===== src/rtl/mc_datapath_regs.sv =====
`default_nettype none
// ============================================================================
// Module   : mc_datapath_regs
// Brief    : Multicycle CPU architectural registers, PC next-value and operand/
//            address steering driven by the main controller's control word.
// Revision : 1.0 - initial release
// ============================================================================
module mc_datapath_regs #(
    parameter logic [31:0] RESET_PC = 32'h0000_0000,
    parameter int unsigned CNT_W    = 32
) (
    input  logic             clk,
    input  logic             rst,
    input  logic             PCWrite,
    input  logic             PCWriteCond,
    input  logic             IorD,
    input  logic             MemRead,
    input  logic             MemWrite,
    input  logic             IRWrite,
    input  logic             MemtoReg,
    input  logic             RegWrite,
    input  logic             RegDst,
    input  logic             ALUSrcA,
    input  logic [1:0]       PCSource,
    input  logic [1:0]       ALUSrcB,
    input  logic [31:0]      alu_result,
    input  logic             alu_zero,
    input  logic [31:0]      rf_rd1,
    input  logic [31:0]      rf_rd2,
    input  logic [31:0]      mem_rdata,
    output logic [5:0]       opcode,
    output logic [31:0]      pc,
    output logic [31:0]      ir,
    output logic [31:0]      mdr,
    output logic [31:0]      a,
    output logic [31:0]      b,
    output logic [31:0]      aluout,
    output logic [31:0]      alu_a,
    output logic [31:0]      alu_b,
    output logic [31:0]      mem_addr,
    output logic [31:0]      mem_wdata,
    output logic             mem_rd,
    output logic             mem_wr,
    output logic [4:0]       rf_ra1,
    output logic [4:0]       rf_ra2,
    output logic [4:0]       rf_wa,
    output logic [31:0]      rf_wd,
    output logic             rf_we,
    output logic [CNT_W-1:0] fetch_count,
    output logic             mem_conflict
);

    localparam logic [31:0] C_FOUR = 32'd4;

    logic [31:0]      pc_q, pc_d;
    logic [31:0]      ir_q, mdr_q, a_q, b_q, aluout_q;
    logic [CNT_W-1:0] fcnt_q;
    logic             conflict_q;
    logic             pc_en;
    logic [31:0]      imm_sext;

    assign pc_en    = PCWrite | (PCWriteCond & alu_zero);
    assign imm_sext = {{16{ir_q[15]}}, ir_q[15:0]};

    // PCSource=11 is a hold even when the PC is enabled.
    always_comb begin
        pc_d = pc_q;
        if (pc_en) begin
            case (PCSource)
                2'b00:   pc_d = alu_result;
                2'b01:   pc_d = aluout_q;
                2'b10:   pc_d = {pc_q[31:28], ir_q[25:0], 2'b00};
                default: pc_d = pc_q;
            endcase
        end
    end

    always_ff @(posedge clk) begin
        if (rst) begin
            pc_q       <= RESET_PC;
            ir_q       <= '0;
            mdr_q      <= '0;
            a_q        <= '0;
            b_q        <= '0;
            aluout_q   <= '0;
            fcnt_q     <= '0;
            conflict_q <= 1'b0;
        end else begin
            pc_q     <= pc_d;
            a_q      <= rf_rd1;
            b_q      <= rf_rd2;
            aluout_q <= alu_result;
            if (IRWrite) begin
                ir_q   <= mem_rdata;
                fcnt_q <= fcnt_q + CNT_W'(1);
            end
            if (MemRead) begin
                mdr_q <= mem_rdata;
            end
            if (MemRead & MemWrite) begin
                conflict_q <= 1'b1;
            end
        end
    end

    always_comb begin
        alu_b = b_q;
        case (ALUSrcB)
            2'b00:   alu_b = b_q;
            2'b01:   alu_b = C_FOUR;
            2'b10:   alu_b = imm_sext;
            default: alu_b = {imm_sext[29:0], 2'b00};
        endcase
    end

    assign alu_a        = ALUSrcA ? a_q : pc_q;
    assign mem_addr     = IorD ? aluout_q : pc_q;
    assign mem_wdata    = b_q;
    assign mem_rd       = MemRead;
    assign mem_wr       = MemWrite & ~MemRead;
    assign rf_ra1       = ir_q[25:21];
    assign rf_ra2       = ir_q[20:16];
    assign rf_wa        = RegDst ? ir_q[15:11] : ir_q[20:16];
    assign rf_wd        = MemtoReg ? mdr_q : aluout_q;
    assign rf_we        = RegWrite;

    assign opcode       = ir_q[31:26];
    assign pc           = pc_q;
    assign ir           = ir_q;
    assign mdr          = mdr_q;
    assign a            = a_q;
    assign b            = b_q;
    assign aluout       = aluout_q;
    assign fetch_count  = fcnt_q;
    assign mem_conflict = conflict_q;

endmodule
`default_nettype wire


===== config.mk =====
export PLATFORM = sky130hd
export DESIGN_NAME = mc_datapath_regs
export DESIGN_NICKNAME = d
export VERILOG_FILES = /design/src/rtl/mc_datapath_regs.sv
export SDC_FILE = /design/constraint.sdc
export NUM_CORES = 1
export LEC_CHECK = 0
export ABC_AREA = 1
export CAP_MARGIN = 25
export CORE_AREA = 5 5 215 217
export CTS_CLUSTER_DIAMETER = 120
export DETAILED_ROUTE_END_ITERATION = 10
export DIE_AREA = 0 0 220 222
export PLACE_DENSITY = 0.62
export SETUP_SLACK_MARGIN = 0.05
export SYNTH_ARGS = -nofsm -noshare
export SYNTH_HDL_FRONTEND = slang
export SYNTH_SLANG_ARGS = --single-unit

===== constraint.sdc =====
create_clock -name clk -period 1.69 [get_ports clk]
set_input_delay 0.338 -clock clk [delete_from_list [all_inputs] [get_ports clk]]
set_output_delay 0.338 -clock clk [all_outputs]
set_load 0.02 [all_outputs]

# Yosys cells after proc, flatten, opt, wreduce, memory -nomap -nowiden
# Cells that the tools add are included.
totals:
  ff_bits: 225
  in_bits: 145
  wordCells: 32
classes:
  addsub: 1
  n_eq_ne: 4
  muxes: 6
  n_bitwise: 6
  n_reduce_logical: 6
op_table:
  columns: ["operator", "n"]
  rows:
  - ["case mux 32 bit (3 select lines)", 2]
  - ["2-to-1 mux 32 bit", 3]
  - ["adder 32 x 1 -> 32 bit, second input constant", 1]
  - ["2-to-1 mux 5 bit", 1]
  - ["equality test 2 x 1 -> 1 bit, second input constant", 2]
  - ["equality test 2 bit, second input constant", 2]
  - ["logical NOT 2 bit", 2]
  - ["AND 1 bit", 3]
  - ["AND reduction 3 bit", 1]
  - ["nonzero test 3 bit", 1]
  - ["NOT 1 bit", 2]
  - ["AND reduction 2 bit", 1]
  - ["nonzero test 2 bit", 1]
  - ["OR 1 bit", 1]

# Depth between registers and ports, before layout
logic_depth:
  word_depth: 3
  depth_mapped: 9

# Worst setup path after synthesis
# OpenSTA, ideal clock, no wires.
synth_timing:
  path_type: "input to register"
  from: "input port PCSource[0]"
  to: "register pc_q[16], in the netlist pc[16]"
  setup_ns: 0.128
  arrival_ns: 1.446
  required_ns: 1.562
  slack_ns: 0.116
  cell_stages: 8
  path_cell_list: "inv_1 ha_1 buf_2 nand2_1 clkbuf_1 o21ai_0 a31oi_1 a21oi_1"
synth_via:
  elab_chain_cells: 3
  word_cells_on_any_way: 6
  cone_classes: "eq/ne (2); mux (1); reduce/logical (3)"
synth_rtl:
  columns: ["item", "line", "source"]
  rows:
  - ["from (decl)", "24", "input logic [1:0] PCSource,"]
  - ["equality test 2 bit, or another cell as far along", "69", "case (PCSource)"]
  - ["nonzero test 3 bit (no source line)", null, null]
  - ["AND reduction 2 bit (no source line)", null, null]
  - ["to (signal assigned)", "89", "pc_q <= pc_d;"]
  - ["to (decl)", "55", "logic [31:0] pc_q, pc_d;"]
# Several ways; a longest one is shown, not always the timed one.
# A chain may end at the register's enable or synchronous reset.

# Final worst setup path
layout_timing:
  from: "register ir_q[2], in the netlist ir[2]"
  to: "output port alu_b[2]"
layout_via:
  elab_chain_cells: 1
layout_rtl:
  columns: ["item", "line", "source"]
  rows:
  - ["from (decl)", "56", "logic [31:0] ir_q, mdr_q, a_q, b_q, aluout_q;"]
  - ["from (signal assigned)", "94", "ir_q <= mem_rdata;"]
  - ["case mux 32 bit (3 select lines)", "108", "case (ALUSrcB)"]
  - ["to (decl)", "39", "output logic [31:0] alu_b,"]
# No other way between the ends.

==> impl_metrics.yaml <==
timing:
  holdWs_ns: 0.287
  skew_ns: 0.0136
  fin_crit_ns: 1.75
  max_clock_freq_mhz: 572
  fin_crit_sh_pct: 104
  setup_viol: 19
  slew_headroom_pct: 61.9
  tightest_slew_ns: 0.572
  fin_ws_ns: -0.0597
  hold_violations: 0
  rsz0062_at_grt: "yes"
  slew_viol_final: 0
outcome:
  status: "finished with violations"
  violations: "negative setup slack"
yosys:
  synth-seq-cells: 225
  synth-adder-area-share_pct: 0.612
  synth_top_family_by_area: "simple AND/OR/NAND/NOR gates"
  synth_top_area_share_pct: 44.0
  synth_edf_count: 0
  synth_seq_area_share_pct: 44.0
  synth_area_per_cell_um2: 6.87
  synth_fp_nets: 1638
  synth_top_flop_cell: "dfxtp_1"
  syn_area_um2: 10200
  synthXorXnorAreaFrac_pct: 0.343
  synth_compound_area_share_pct: 18.3
  ys_warn_count: 0
  async_flop_share_pct: 0
  synth.largest_area_cell: "dfxtp_1"
  yosysUniqueCellTypes: 35
  syn_inst: 1488
  synth-simple-area-share_pct: 21.7
  muxShareOfSynthArea_pct: 0
  synthTopCellsByArea: "dfxtp_1 44%, o21ai_0 11%, nand2_1 9.0%, nor2_1 8.8%, inv_1 8.0%"
detailed_routing:
  viasPerCell: 4.55
  firstDrtPassIters: 7
  wl_um: 61400
  vias: 12408
  drcViolationCount: 0
  drt_iter0_markers: 580
  detail_route.wl_per_cell_um: 22.5
  ant_nets: 0
min_path:
  worstHoldPathType: "input pin to register"
  hold_depth: 3
pwr:
  p_leak_nw: 8.74
  power.density_nw_per_um2: 880
  worst_ir_drop_vdd_v: 0.000570
cts:
  cts_root_buffer: "clkbuf_16"
  htreeDepth: 1
  path_clk_slew_ns: 0.06
  cts_buffers: 29
  cts.sink_count: 225
  hold_buffers: 0
  clkLatencyLatePin_ns: 0.55
  clk_path_buf_depth: 3
  cts_tree: "done"
place:
  gp_congestion: 0.913
  place_hpwl_um: 48100
  numPortBuffers: 551
critical_path:
  critPathKind: "register to primary output"
  end_kind: "primary output"
  cp_max_fo: 2
  reg2regPathDepth: 8
  crit_arrival_ns: 1.41
  required_ns: 1.35
  start_kind: "register"
  rrSetupSlack_ns: 0.19
grt:
  grt_max_degree: 110
  grt_overflow: 0
  grt_first_pass_wirelength_um: 86100
  grt_usage_pct: 23.8
  antenna_found_initial: 8
  grt_pass1_vias: 12781
die:
  rows: 77
  coreArea_um2: 43900
  die_y_um: 222
  start_util_pct: 23.3
  dieWidth_um: 220
  pin_count: 554
  die_area_um2: 48800
final_layout:
  fin_nets: 2265
  drive_gt1_share_pct: 42.0
  area_growth_syn_to_layout_pct: 89.4
  final_core_util_pct: 44.1
job:
  cap_violations: 0
power breakdown:
| part | total [mW] | leakage [nW] | switching [mW] | internal [mW] |
|---|---|---|---|---|
| combinational | 4.34 | 6.32 | 2.46 | 1.88 |
| sequential | 5.94 | 1.91 | 0.311 | 5.63 |
| clock | 6.75 | 0.507 | 2.53 | 4.22 |
| total | 17.0 | 8.74 | 5.30 | 11.7 |
metrics by stage:
step / power [mW] / setup TNS (ns) / setup WS [ns] / instances / cell area (um^2)
global placement: 10.1 / -55.00 / -0.806 / 2637 / 17000
CTS: 17.1 / -1.23 / -0.0968 / 2719 / 18800
floorplan: 7.62 / 0 / 0.116 / 1488 / 10200
detailed placement: 10.1 / -55.87 / -0.788 / 2637 / 17000
global route: 17.8 / -1.62 / -0.117 / 2728 / 19400
finish: 17.0 / -0.643 / -0.0597 / 2728 / 19400
Yosys cell counts (4+ instances only):
library cell / instances
a21oi_1: 72
a31oi_1: 27
buf_2: 9
buf_4: 50
clkbuf_1: 71
dfxtp_1: 225
ha_1: 5
inv_1: 219
nand2_1: 245
nand2_2: 4
nand3_1: 26
nor2_1: 239
nor2_2: 7
nor2_4: 8
nor3_1: 6
o21ai_0: 228
o21ai_1: 6
o221ai_1: 12
o22ai_1: 6
critical path, cell delays in order (launching register included):
cell	delay [ns]
dfxtp_2	0.33
inv_2	0.05
o21ai_2	0.16
o31ai_4	0.11
o21ai_2	0.08
buf_6	0.14
layout make-up:
cell class / instances / area, um^2
Antenna cell: 1 / 2.50
Clock buffer: 36 / 792
Clock inverter: 15 / 239
Fill cell: 4545 / 24600
Inverter: 221 / 911
Multi-Input combinational cell: 910 / 4950
Sequential cell: 225 / 4740
Tap cell: 592 / 741
Timing Repair Buffer: 728 / 7000
path summary, 6_finish.rpt:
path | startpoint | endpoint
worst min-delay path | rf_rd2[4] | b[4]$_SDFF_PP0_
worst max register to register | fetch_count[0]$_SDFFE_PP0P_ | fetch_count[26]$_SDFFE_PP0P_
worst max-delay path | ir[2]$_SDFFE_PP0P_ | alu_b[2]
worst min register to register | mem_conflict$_SDFFE_PP0P_ | mem_conflict$_SDFFE_PP0P_
flip-flops by register name (all words and copies together), names as in the netlist:
register      cells
a                32
aluout           32
b                32
fetch_count      32
ir               32
mdr              32
mem_conflict      1
pc               32
placed cells by master, fill, tap and decap left out, drive strengths merged, types with 8 or more instances in the layout:
| master | count |
|---|---|
| inv | 221 |
| buf | 379 |
| nor2 | 254 |
| a21oi | 72 |
| clkbuf | 51 |
| o21ai | 234 |
| nand3 | 28 |
| clkdlybuf4s15 | 138 |
| clkinv | 8 |
| dlygate4sd2 | 59 |
| dfxtp | 225 |
| a31oi | 27 |
| nand2 | 250 |
| o221ai | 12 |
| clkdlybuf4s50 | 135 |
cell families after synthesis:
| family | count (synthesis) |
|---|---|
| buffers and inverters | 353 |
| flip-flops | 225 |
| AND/OR/NAND/NOR | 546 |
| adder cells (fa/ha/maj) | 5 |
| AO/OA/AOI/OAI | 355 |
| XOR/XNOR | 4 |
per-layer routing:
layer,GRT usage (%),part of all wire (%),vias to the layer above
met1,23.2,33,5828
met2,44.7,52,522
met3,8.77,9.7,122
li1,-,-,5924
met5,0,0.13,-
met4,9.84,5.1,12
repair_timing:
item	CTS	global route
gates resized for setup	1771	244
setup buffers	29	10
pin swaps	42	33
endpoints found under the setup margin	407	189
gates cloned	5	1
(Power assumes the default switching activity.)
==> RTL change 1: new RTL, same flow settings <==
Register the output `fetch_count` once more, without a reset; this adds one clock of latency there. The other outputs are not delayed to match.
--- a/src/rtl/mc_datapath_regs.sv
+++ b/src/rtl/mc_datapath_regs.sv
@@ -132,5 +132,7 @@
     assign b            = b_q;
     assign aluout       = aluout_q;
-    assign fetch_count  = fcnt_q;
+    always_ff @(posedge clk) begin
+        fetch_count <= fcnt_q;
+    end
     assign mem_conflict = conflict_q;
 
Formal check against the unedited RTL: not equivalent (Yosys sat finds a counterexample within 4 cycles, from zero or initial values and one cycle with rst high).
==> RTL change 1 against the unedited design <==
Routed wire length fell by 8.2%; largest power group is now sequential cells; worst setup slack worse by 0.21 ns; via count grew 1.5%; final area rose by 2.5%; total power increased by 3.8%; register-to-register slack worse by 0.04 ns; synthesized area is 6.2% higher; sequential cell count increased by 32; the flow still finishes with violations (setup timing).
==> RTL change 1: results <==
{
  "fin_ws_ns": -0.266,
  "gp_congestion": 0.936,
  "worst_hold_path.endpoint": "a[5]$_SDFF_PP0_",
  "violations": "setup timing",
  "fill_cells": 4360,
  "synth_compound_area_share_pct": 16.7,
  "dp_hpwl_um": 44100,
  "synth_xor_area_share_pct": 0.323,
  "slew_headroom_pct": 64.5,
  "gr-usage-all-layers_pct": 21.5,
  "grt_pass1_vias": 12700,
  "r2r_start": "fcnt_q[1]$_SDFFE_PP0P_",
  "place_area_sq_um": 17800,
  "grt_util_met1_pct": 22.5,
  "ys_seq_area_share_pct": 47.4,
  "p_clk_share_pct": 37.8,
  "fin_skew_ns": 0.0123,
  "grt_start_max_net_pins": 93,
  "peakVddDrop_mv": 0.758,
  "p_switching_mw": 5.41,
  "clock_latency_ns": 0.57,
  "setup_viol": 22,
  "reg2reg_to": "fcnt_q[26]$_SDFFE_PP0P_",
  "status": "finished with violations",
  "met1Wirelength_um": 19900,
  "drt-initial-drc-count": 740,
  "wirelength_um": 56300,
  "grt_pass1_wl_um": 79500,
  "crit_fanout": 3,
  "power_density_nw_per_um2": 890
}
==> RTL change 1: worst max path at each step <==
stage                      to               start
global route         alu_b[2]  ir[2]$_SDFFE_PP0P_
floorplan            alu_b[0]          ALUSrcB[1]
detailed placement  alu_b[12]          ALUSrcB[0]
global placement     alu_b[2]          ALUSrcB[1]
CTS                  alu_b[2]  ir[2]$_SDFFE_PP0P_
finish               alu_b[2]  ir[2]$_SDFFE_PP0P_
==> RTL change 1: kinds of logic after synthesis <==
logic type / count (synthesis)
flip-flops: 257
AND/OR/NAND/NOR: 559
adder cells (fa/ha/maj): 5
AO/OA/AOI/OAI: 340
buffers and inverters: 347
XOR/XNOR: 4
==> RTL change 1: what timing repair did <==
item	4_1_cts	5_1_grt
cloned	3	3
endpoints found under the setup margin	404	182
pin swaps	51	48
setup buffers	29	15
resized for setup	1737	273
==> RTL change 1: cell type report <==
class	instances	area, sq um	share of cell area [%]
clock buffer	46	902	4.54
antenna	5	12.5	0.0630
multi-input combinational	908	4900	24.7
clock inverter	9	109	0.548
timing repair buffer	727	6940	34.9
inverter	214	862	4.34
sequential	257	5400	27.2
tap	592	741	3.73
==> RTL change 1: critical path, cell delays in order, from the launching register on <==
cell and delay, ns:
dfxtp_2 0.36, inv_4 0.05, o21ai_2 0.14, o31ai_2 0.09
o21ai_1 0.15, buf_4 0.16, buf_6 0.11
==> RTL change 1: per-stage QoR <==
step	worst slack [ns]	cells	hold WS, ns	setup TNS [ns]
floorplan	0.116	1512	0.351	0
global placement	-0.765	2655	0.363	-54.55
detailed placement	-0.791	2655	0.369	-57.38
CTS	-0.243	2739	0.241	-3.19
global route	-0.309	2756	0.267	-3.74
finish	-0.266	2758	0.280	-2.23
==> RTL change 2: new RTL, same settings <==
Without the edit above. `CNT_W`: 32 -> 28.
--- a/src/rtl/mc_datapath_regs.sv
+++ b/src/rtl/mc_datapath_regs.sv
@@ -8,5 +8,5 @@
 module mc_datapath_regs #(
     parameter logic [31:0] RESET_PC = 32'h0000_0000,
-    parameter int unsigned CNT_W    = 32
+    parameter int unsigned CNT_W    = 28
 ) (
     input  logic             clk,
Ports: changed (resized fetch_count); port bits go from 554 to 550. No check against the original RTL was run, so the function may have changed too.
==> RTL change 2 against the unedited design <==
The run still ends with setup timing left; combinational power decreased by 9.7%; synthesized cell count decreased by 3.0%; global-route usage decreased by 4.7 points; final area decreased by 7.8%; largest cell class unchanged; sequential cell count decreased by 4; routed wire length decreased by 19%; worst setup slack got worse by 0.026 ns; count of clock-buffer cells in the layout unchanged; total power decreased by 9.0%; highest routed layer unchanged; die area unchanged; clock skew increased by 0.0032 ns; sequential power decreased by 2%; synthesized area decreased by 3.2%; register-to-register slack got worse by 0.02 ns.
==> RTL change 2: results <==
{
  "status": "finished with violations",
  "violations": "setup timing",
  "finalNetCount": 2177,
  "holdWs_ns": 0.297,
  "fin_ws_ns": -0.0856,
  "slew_headroom_pct": 62.1,
  "grt_pass1_vias": 11500,
  "clock_latency_ns": 0.55,
  "finalSetupTns_ns": -0.284,
  "r2r_start": "fetch_count[1]$_SDFFE_PP0P_",
  "path_clk_slew_ns": 0.06,
  "dp_hpwl_um": 38000,
  "drt-initial-drc-count": 930,
  "wirelength_um": 49900,
  "grt_start_max_net_pins": 105,
  "hold_start": "rf_rd1[26]",
  "gr-usage-all-layers_pct": 19.1,
  "synth_common_cells": "nand2_1 (234), nor2_1 (233), o21ai_0 (232)",
  "port_buffers": 547,
  "gp_congestion": 0.898,
  "grt_pass1_wl_um": 72800,
  "peakVddDrop_mv": 0.638,
  "drive_above_1_share_pct": 37.5,
  "cp_data_arrival_time_ns": 1.44,
  "synth.top_cells.by_area": "dfxtp_1 (45%), o21ai_0 (12%), nand2_1 (8.9%), nor2_1 (8.8%), inv_1 (8.3%)",
  "via_per_inst": 4.37,
  "syn_nets": 1594,
  "leakage_nw": 8.18,
  "ys_seq_area_share_pct": 44.7,
  "setup_viol": 10
}
[RTL change 2: metrics by stage]
stage               instances  worst slack (ns)  area [sq um]  utilization, %  total power [mW]
floorplan                1444             0.116          9900               -              7.52
global placement         2565            -0.709         16400            37.4              9.76
detailed placement       2565            -0.769         16400            37.4              9.79
CTS                      2634            -0.124         17400            39.7              15.5
global route             2638            -0.164         17900            40.6              16.2
finish                   2641           -0.0856         17900            40.7              15.5
[RTL change 2: cell families (layout without fill, tap and decap cells)]
kind of cell	after synthesis	after routing	share of synthesized area, %
and+or+nand+nor	508	508	20.2
AOI/OAI and AO/OA	355	355	18.9
other	0	4	0
buffers and inverters	352	953	15.4
adders and majority gates	5	5	0.632
DFF	221	221	44.7
xor gates and xnor gates	3	3	0.265
[RTL change 2: layer usage]
metal	wire length (um)	GRT usage, %
met4	1180	4.07
met1	20600	24.4
met2	24000	32.5
met5	13	0
met3	4010	4.79
[RTL change 2: path summary, 6_finish.rpt]
path | endpoint | cells past startpoint
setup / recovery | alu_b[2] | 5
hold / removal | a[26]$_SDFF_PP0_ | 3
setup reg to reg | fetch_count[20]$_SDFFE_PP0P_ | 8
hold reg to reg | mem_conflict$_SDFFE_PP0P_ | 2
[RTL change 2: report_power, final]
| part | switching (mW) | internal (mW) |
|---|---|---|
| combinational | 2.24 | 1.68 |
| clock | 2.36 | 3.40 |
| sequential | 0.287 | 5.53 |
[RTL change 2: what timing repair did]
item,in CTS,in global routing
resized for setup,1586,411
pin swaps,9,56
cloned,4,1
buffers inserted,19,4
endpoints found under the setup margin,404,270
[RTL change 2: layout make-up]
| cell class | instances | area share [%] |
|---|---|---|
| tap | 592 | 4.15 |
| inverter | 221 | 4.78 |
| clock inverter | 11 | 0.673 |
| multi-input combinational | 871 | 25.4 |
| sequential | 221 | 25.9 |
| timing repair buffer | 685 | 34.9 |
| antenna | 4 | 0.0560 |
| clock buffer | 36 | 4.20 |
[RTL change 2: critical path: cells and delay by family, from the launching register on]
kind | cells | cell delay, ns
buffers and inverters | 2 | 0.25
AOI/OAI and AO/OA | 3 | 0.33
DFF | 1 | 0.33
